`src/rtl/lsu_ctrl.sv`:
```
// Load/store unit controller: single outstanding request against a combinational word memory,
// with sub-word loads, read-modify-write sub-word stores and error responses.
`timescale 1ns/1ps
module lsu_ctrl #(
  parameter int RAM_SIZE = 256
) (
  input  logic        clk,
  input  logic        reset,
  input  logic        req_valid,
  output logic        req_ready,
  input  logic        req_write,
  input  logic [1:0]  req_size,
  input  logic        req_signed,
  input  logic [31:0] req_addr,
  input  logic [31:0] req_wdata,
  output logic        resp_valid,
  output logic [31:0] resp_rdata,
  output logic        resp_err,
  output logic [31:0] Address,
  output logic [31:0] WriteData,
  output logic        MemWrite,
  output logic        MemRead,
  input  logic [31:0] ReadData
);

  localparam logic [1:0] S_IDLE = 2'd0;
  localparam logic [1:0] S_RD   = 2'd1;
  localparam logic [1:0] S_WR   = 2'd2;
  localparam logic [1:0] S_RESP = 2'd3;

  localparam logic [1:0] SZ_B = 2'b00;
  localparam logic [1:0] SZ_H = 2'b01;
  localparam logic [1:0] SZ_W = 2'b10;

  localparam logic [31:0] RAM_WORDS = 32'(RAM_SIZE);

  function automatic logic req_bad(input logic [1:0] size, input logic [31:0] addr);
    logic bad;
    case (size)
      SZ_B:    bad = 1'b0;
      SZ_H:    bad = addr[0];
      SZ_W:    bad = (addr[1:0] != 2'b00);
      default: bad = 1'b1;
    endcase
    return bad || ({2'b00, addr[31:2]} >= RAM_WORDS);
  endfunction

  function automatic logic [31:0] load_ext(input logic [31:0] word, input logic [1:0] size,
                                           input logic [1:0] lane, input logic sgn);
    logic [7:0]  b;
    logic [15:0] h;
    logic [31:0] r;
    case (lane)
      2'd0:    b = word[7:0];
      2'd1:    b = word[15:8];
      2'd2:    b = word[23:16];
      default: b = word[31:24];
    endcase
    h = lane[1] ? word[31:16] : word[15:0];
    case (size)
      SZ_B:    r = {{24{sgn & b[7]}}, b};
      SZ_H:    r = {{16{sgn & h[15]}}, h};
      default: r = word;
    endcase
    return r;
  endfunction

  function automatic logic [31:0] merge_store(input logic [31:0] old, input logic [31:0] wdata,
                                              input logic [1:0] size, input logic [1:0] lane);
    logic [31:0] r;
    r = old;
    case (size)
      SZ_B: begin
        case (lane)
          2'd0:    r[7:0]   = wdata[7:0];
          2'd1:    r[15:8]  = wdata[7:0];
          2'd2:    r[23:16] = wdata[7:0];
          default: r[31:24] = wdata[7:0];
        endcase
      end
      SZ_H: begin
        if (lane[1]) r[31:16] = wdata[15:0];
        else         r[15:0]  = wdata[15:0];
      end
      default: r = wdata;
    endcase
    return r;
  endfunction

  logic [1:0]  state_r, state_s;
  logic [31:0] idx_r;
  logic [1:0]  size_r, lane_r;
  logic        signed_r, write_r;
  logic [31:0] wdata_r;
  logic        latch_s;

  logic        ready_r;
  logic        resp_valid_r, resp_valid_s;
  logic        resp_err_r, resp_err_s;
  logic [31:0] resp_rdata_r, resp_rdata_s;
  logic [31:0] address_r, address_s;
  logic [31:0] write_data_r, write_data_s;
  logic        mem_write_r, mem_write_s;
  logic        mem_read_r, mem_read_s;

  // Next state plus next values of every registered output; strobes only leave IDLE/RESP at zero.
  always_comb begin
    state_s      = state_r;
    latch_s      = 1'b0;
    resp_valid_s = 1'b0;
    resp_err_s   = 1'b0;
    resp_rdata_s = 32'h0000_0000;
    address_s    = 32'h0000_0000;
    write_data_s = 32'h0000_0000;
    mem_write_s  = 1'b0;
    mem_read_s   = 1'b0;
    case (state_r)
      S_IDLE: begin
        if (req_valid && req_ready) begin
          latch_s = 1'b1;
          if (req_bad(req_size, req_addr)) begin
            state_s      = S_RESP;
            resp_valid_s = 1'b1;
            resp_err_s   = 1'b1;
          end else if (req_write && (req_size == SZ_W)) begin
            state_s      = S_WR;
            mem_write_s  = 1'b1;
            address_s    = {2'b00, req_addr[31:2]};
            write_data_s = req_wdata;
          end else begin
            // Loads and sub-word stores both start by reading the target word.
            state_s    = S_RD;
            mem_read_s = 1'b1;
            address_s  = {2'b00, req_addr[31:2]};
          end
        end else begin
          state_s = S_IDLE;
        end
      end
      S_RD: begin
        if (write_r) begin
          state_s      = S_WR;
          mem_write_s  = 1'b1;
          address_s    = idx_r;
          write_data_s = merge_store(ReadData, wdata_r, size_r, lane_r);
        end else begin
          state_s      = S_RESP;
          resp_valid_s = 1'b1;
          resp_rdata_s = load_ext(ReadData, size_r, lane_r, signed_r);
        end
      end
      S_WR: begin
        state_s      = S_RESP;
        resp_valid_s = 1'b1;
      end
      S_RESP:  state_s = S_IDLE;
      default: state_s = S_IDLE;
    endcase
  end

  // State, latched request and registered outputs; reset aborts any request in flight.
  always_ff @(posedge clk) begin
    if (reset) begin
      state_r      <= S_IDLE;
      idx_r        <= 32'h0000_0000;
      size_r       <= 2'b00;
      lane_r       <= 2'b00;
      signed_r     <= 1'b0;
      write_r      <= 1'b0;
      wdata_r      <= 32'h0000_0000;
      ready_r      <= 1'b1;
      resp_valid_r <= 1'b0;
      resp_err_r   <= 1'b0;
      resp_rdata_r <= 32'h0000_0000;
      address_r    <= 32'h0000_0000;
      write_data_r <= 32'h0000_0000;
      mem_write_r  <= 1'b0;
      mem_read_r   <= 1'b0;
    end else begin
      state_r      <= state_s;
      ready_r      <= (state_s == S_IDLE);
      resp_valid_r <= resp_valid_s;
      resp_err_r   <= resp_err_s;
      resp_rdata_r <= resp_rdata_s;
      address_r    <= address_s;
      write_data_r <= write_data_s;
      mem_write_r  <= mem_write_s;
      mem_read_r   <= mem_read_s;
      if (latch_s) begin
        idx_r    <= {2'b00, req_addr[31:2]};
        size_r   <= req_size;
        lane_r   <= req_addr[1:0];
        signed_r <= req_signed;
        write_r  <= req_write;
        wdata_r  <= req_wdata;
      end else begin
        idx_r    <= idx_r;
        size_r   <= size_r;
        lane_r   <= lane_r;
        signed_r <= signed_r;
        write_r  <= write_r;
        wdata_r  <= wdata_r;
      end
    end
  end

  assign req_ready  = ready_r;
  assign resp_valid = resp_valid_r;
  assign resp_err   = resp_err_r;
  assign resp_rdata = resp_rdata_r;
  assign Address    = address_r;
  assign WriteData  = write_data_r;
  assign MemWrite   = mem_write_r;
  assign MemRead    = mem_read_r;

endmodule

```
`config.mk`:
```
export PLATFORM = sky130hd
export DESIGN_NAME = lsu_ctrl
export DESIGN_NICKNAME = d
export VERILOG_FILES = /design/src/rtl/lsu_ctrl.sv
export SDC_FILE = /design/constraint.sdc
export NUM_CORES = 1
export LEC_CHECK = 0
export CELL_PAD_IN_SITES_DETAIL_PLACEMENT = 0
export CELL_PAD_IN_SITES_GLOBAL_PLACEMENT = 1
export CORE_MARGIN = 5
export CORE_UTILIZATION = 35
export DETAILED_ROUTE_END_ITERATION = 16
export HOLD_SLACK_MARGIN = 0.08
export PLACE_DENSITY_LB_ADDON = 0.08
export RECOVER_POWER = 25
export SYNTH_ARGS = -nofsm -noshare
export SYNTH_HDL_FRONTEND = slang
export SYNTH_SLANG_ARGS = --single-unit
```
`constraint.sdc`:
```
create_clock -name clk -period 2.2 [get_ports clk]
set_input_delay 0.22 -clock clk [delete_from_list [all_inputs] [get_ports clk]]
set_output_delay 0.22 -clock clk [all_outputs]
set_load 0.02 [all_outputs]
```
== Yosys cells after proc, flatten, opt, wreduce, memory -nomap -nowiden ==
Cells that the tools add are included.

* Eq/ne operators: 8
* Reduce and logical (&&, ||, !) cells: 13
* Bitwise gates (word level): 5
* Order comparisons: 1
* Mux-type cells: 41

{| class="wikitable"
|+ Operators with widths
! kind !! count
|-
| 32-bit case mux with 2 select lines || 3
|-
| 32-bit 2-to-1 mux || 4
|-
| 30-bit 2-to-1 mux || 3
|-
| 30-bit case mux with 2 select lines || 1
|-
| 16-bit 2-to-1 mux || 3
|-
| 8-bit 2-to-1 mux || 6
|-
| 30-bit by 9-bit greater-or-equal comparator with 1-bit output, second input constant || 1
|-
| 8-bit case mux with 3 select lines || 1
|-
| 1-bit 2-to-1 mux || 13
|-
| 2-bit zero test || 5
|-
| 2-bit by 1-bit equality test with 1-bit output, second input constant || 4
|-
| 2-bit equality test, second input constant || 4
|-
| 2-bit case mux with 4 select lines || 1
|-
| 2-bit 2-to-1 mux || 3
|-
| 1-bit case mux with 3 select lines || 2
|-
| 3-bit OR reduction || 2
|-
| 4-bit OR reduction || 1
|-
| 1-bit inverter || 3
|-
| 1-bit AND || 2
|-
| 1-bit logical AND || 2
|-
| 1-bit case mux with 2 select lines || 1
|-
| 2-bit nonzero test || 1
|-
| 2-bit OR reduction || 1
|-
| 1-bit logical OR || 1
|}

* Logic and storage cells: 83
* Input port bits: 103
* Flip-flop bits (word level): 171

== Logic depth before layout (Yosys ltp) ==
* Word-level depth: 9
* Gate-level depth with buffers: 8

== Worst setup path before layout ==
Ideal clock, no wire load.

* Path type: register -> register
* Start point: register lane_r[0]
* End point: register resp_rdata_r[21] (netlist: resp_rdata[21])
* Setup time: 0.132 ns
* Cell stages (with the launch flop): 7
* Setup slack: 0.466 ns
* Path buffers: 2
* Data required time: 2.068 ns
* Data arrival time: 1.601 ns
* Cell sequence: dfxtp_1 > mux4_2 > nor2b_1 > buf_2 > o211ai_4 > buf_6 > a21oi_1

* Word-level cells in the longest chain between the ends: 6
* Elaborated cells between the ends (all ways): 8
* Classes of those cells: 2 x eq/ne; 4 x mux; 1 x bitwise; 1 x reduce/logical

{| class="wikitable"
|+ Ends and longest elaborated chain
! element !! RTL line !! RTL
|-
| from (decl) || 92 || <nowiki>logic [1:0] size_r, lane_r;</nowiki>
|-
| from (signal assigned) || 192 || <nowiki>lane_r <= req_addr[1:0];</nowiki>
|-
| from (signal assigned) || 199 || <nowiki>lane_r <= lane_r;</nowiki>
|-
| 2-bit equality test, or another cell as far along || 53 || <nowiki>case (lane)</nowiki>
|-
| 8-bit case mux with 3 select lines * || 53 ||
|-
| 8-bit 2-to-1 mux * || 141 || <nowiki>if (write_r) begin</nowiki>
|-
| 8-bit 2-to-1 mux * || 117 || <nowiki>case (state_r)</nowiki>
|-
| 1-bit AND * || 61 || <nowiki>SZ_B: r = {{24{sgn & b[7]}}, b};</nowiki>
|-
| 32-bit case mux with 2 select lines * || 60 || <nowiki>case (size)</nowiki>
|-
| to (signal assigned) || 184 || <nowiki>resp_rdata_r <= resp_rdata_s;</nowiki>
|-
| to (decl) || 100 || <nowiki>logic [31:0] resp_rdata_r, resp_rdata_s;</nowiki>
|}

Every way passes the cells marked *; elsewhere a longest branch is shown, timed or not. The select of a mux whose other input is x is not followed.
A chain may end at the register's enable or synchronous reset.

== Final worst setup path ==
* Start point: register state_r[1]
* End point: register write_data_r[31] (netlist: WriteData[31])

* Word-level cells in the longest chain between the ends: 2
* Elaborated cells between the ends (all ways): 3
* Classes of those cells: 1 x eq/ne; 1 x mux; 1 x reduce/logical

{| class="wikitable"
|+ Ends and longest elaborated chain
! element !! RTL line !! RTL
|-
| from (decl) || 90 || <nowiki>logic [1:0] state_r, state_s;</nowiki>
|-
| from (signal assigned) || 180 || <nowiki>state_r <= state_s;</nowiki>
|-
| 2-bit by 1-bit equality test with 1-bit output or 2-bit zero test (tied branches) || 117 ||
|-
| 32-bit case mux with 2 select lines * || 117 ||
|-
| to (signal assigned) || 186 || <nowiki>write_data_r <= write_data_s;</nowiki>
|-
| to (decl) || 102 || <nowiki>logic [31:0] write_data_r, write_data_s;</nowiki>
|}

Every way passes the cells marked *; elsewhere a longest branch is shown, timed or not.

==> summary.txt <==
synth cell count leaders = dfxtp_1, nand2_1, a21oi_1, clkbuf_1, nor2_1
setup TNS = 0 ns
fraction of layout cells with a size suffix above 1 = 9.194%
Global Route Usage Sum = 20.59%
Worst Path Required = 2.54 ns
Max VDD drop = 511.6 uV
Residual DRC = 0
met3 Use GR = 4.784%
clock period minus final worst setup slack = 1.918 ns
Worst-Margin Slew = 0.6365 ns
CTS Buf Count = 17
worst path cell trace = inv_1 > ha_1 > and3b_2 > buf_6 > o221ai_1 > o31ai_1
Netlist cell types = 53
CTS root buffer = clkbuf_16
vias in the first global route = 6,564
H-tree depth = 4
Port Buffer Count = 201
GRT met2 Usage = 31.84%
Final setup viols = 0
leakage = 4.000 nW
post-layout net count = 1,149
HPWL Detailed = 18,080 um
Initial Utilization = 35.34%
crit-path max cell delay = 0.41 ns
RSZ-0062 raised after global routing = false
Gate Count Post-Synth = 872
post-synth top area cell = dfxtp_1
capturing point of the worst reg2reg path = WriteData[31]$_SDFF_PP0_
CTS tree = yes
crit path launch type = flip-flop
Area Growth Syn to Fin = 38.81%
FILL cells = 2,044
CP arrival = 2.26 ns
non-filler instance count after layout = 1,330
fmax = 521.4 MHz
met1 Use GR = 29.30%
Critical Path End Type = flip-flop
TritonCTS Sinks = 169
mapped cell area = 7405 um2
syn avg cell area = 8.492 um2
max_cap viols = 0
top-count cell post-synth = dfxtp_1
critical path fanouts, max = 47
slew margin rel. = 57.41%
top cells by area, synth = dfxtp_1, nand2_1, a21oi_1
worst-skew pair later-pin latency = 0.43 ns
clk slew on worst S/H paths = 0.07 ns
Yosys reg bits = 169
Reg2Reg Depth = 6
vias per cell = 5.298
reg2reg setup slack = 0.28 ns
Placer Congestion = 0.8049
Synth top area share = 45.69%
Die Wd = 155.5 um
critical path class = flip-flop to flip-flop
outcome = finished clean
routed wire length = 25,600 um
DIE HEIGHT = 155.5 um
Top FF cell, synth = dfxtp_1
pwr dens = 813.3 nW/um2
antenna violations before repair = 0
via count = 7,047
Worst R2R Start = state_r[1]$_SDFF_PP0_
first-pass GRT wire length = 39,140 um
part of the Yosys area used for sequential elements = 45.69%
largest net degree at the start of global routing = 84
Synth Warn # = 0
Antenna Cells = 0
number of synthesized flops with an enable pin = 0
First-pass DRT Iterations = 5
drt initial violations = 504
row cnt = 53
Final Hold Vio Count = 0
critical hold path startpoint = reset
Routed WL per cell = 19.25 um
Crit-path slowest cell = and3b_2
full die area = 24,160 um2
Post-Place Cells = 1,298
clk_skew = 0.01111 ns
minimum hold slack = 0.1403 ns
GRT overflow = 0
I/O Pins = 204
Final Slew Violations = 0
Hold Path Cell Cnt = 2
GRT Max-Usage Layer = met2
Final period util = 87.18%
Max Root-Sink Buffers = 2
Hold Path End = signed_r$_SDFFE_PP0P_
CORE AREA = 20,960 um2
asr flop ratio synth = 0%
type of the tightest min-delay check = input port to flip-flop
Antenna Violating Nets Remaining = 0
cell families (layout without fill, tap and decap cells):
logic type | Yosys count | count (layout) | share of synthesized area, %
muxes | 17 | 17 | 2.585
and+or+nand+nor | 299 | 299 | 18.91
buffers and inverters | 105 | 287 | 6.184
AOI/OAI and AO/OA | 277 | 277 | 25.90
DFF | 169 | 169 | 45.69
other | 1 | 2 | 0.05064
adders and majority gates | 4 | 4 | 0.6759
flip-flops by register name (all words and copies together) (netlist names), 2 cells and up:
| name | flops |
|---|---|
| state_r | 2 |
| lane_r | 2 |
| WriteData | 32 |
| Address | 30 |
| size_r | 2 |
| resp_rdata | 32 |
| idx_r | 30 |
| wdata_r | 32 |
power breakdown:
group	switching [mW]	total [mW]	internal, mW	leakage (nW)
combinational	1.07	1.77	0.701	2.33
clock	1.41	3.14	1.73	0.293
sequential	0.182	3.45	3.27	1.37
cell type report:
class,instances,area [um2],area share [%]
flip-flops and latches,169,3386,32.94
clock buffers,18,429.2,4.175
well taps,275,344.1,3.348
clock inverters,14,181.4,1.765
inverters,20,75.07,0.7304
multi-input cells,599,3575,34.78
repair buffers,235,2288,22.26
worst max-delay path, delay by kind of cell (launching register included):
kind                     cells  cell delay [ns]
buffers and inverters        2             0.46
flip-flops                   1             0.33
adder cells (fa/ha/maj)      1             0.21
AND/OR/NAND/NOR              1             0.41
AO/OA/AOI/OAI                2             0.42
repair_timing:
item,CTS,global route
gates resized for setup,0,1
setup endpoints to repair,0,5
hold buffers,0,0
buffers inserted,0,0
through the flow:
step / power, mW / util, % / cell area (um2) / setup WS (ns)
after floorplan: 4.548 / - / 7408 / 0.4663
after detailed placement: 5.305 / 46.19 / 9679 / 0.06930
after global placement: 5.298 / 46.19 / 9679 / 0.1004
final: 8.360 / 49.05 / 10280 / 0.2821
after CTS: 8.444 / 49.10 / 10290 / 0.1383
after global routing: 8.769 / 49.05 / 10280 / 0.1315
layer usage:
layer  part of all wire, %  up-vias
met5                     0        -
met2                    46      211
met4                   1.3        0
li1                      -     3433
met3                   6.2       24
met1                    47     3379
cells in the final DEF, fill, tap and decap left out, types with 3 or more instances in the layout:
master	n
ha_1	4
a21oi_1	96
nor2b_1	6
and3_1	9
o31ai_1	20
clkdlybuf4s50_1	156
nor4_1	4
a21o_1	3
buf_4	29
nand3_1	24
clkbuf_16	17
nand2b_1	19
mux2i_1	9
dlygate4sd3_1	44
inv_6	4
a221oi_1	7
o31ai_2	5
o221a_2	6
a41o_1	16
o21ai_0	27
a32o_1	8
inv_1	20
a211oi_1	18
nand2_1	166
and2_1	22
a2111oi_0	8
inv_8	3
a21boi_0	8
nor3b_1	9
dfxtp_1	167
mux2_2	7
o22ai_1	10
a32oi_1	6
o221ai_1	8
nor2_1	28
o21a_1	25
worst max path at each step:
stage	from	to	slack, ns
floorplan	lane_r[0]$_SDFFE_PP0P_	resp_rdata[21]$_SDFF_PP0_	0.47
finish	state_r[1]$_SDFF_PP0_	WriteData[31]$_SDFF_PP0_	0.28
detailed placement	req_addr[29]	WriteData[20]$_SDFF_PP0_	0.07
global route	state_r[1]$_SDFF_PP0_	WriteData[31]$_SDFF_PP0_	0.13
global placement	req_addr[10]	WriteData[23]$_SDFF_PP0_	0.10
CTS	state_r[1]$_SDFF_PP0_	WriteData[31]$_SDFF_PP0_	0.14
No activity file was read; power rests on OpenSTA's default activity.
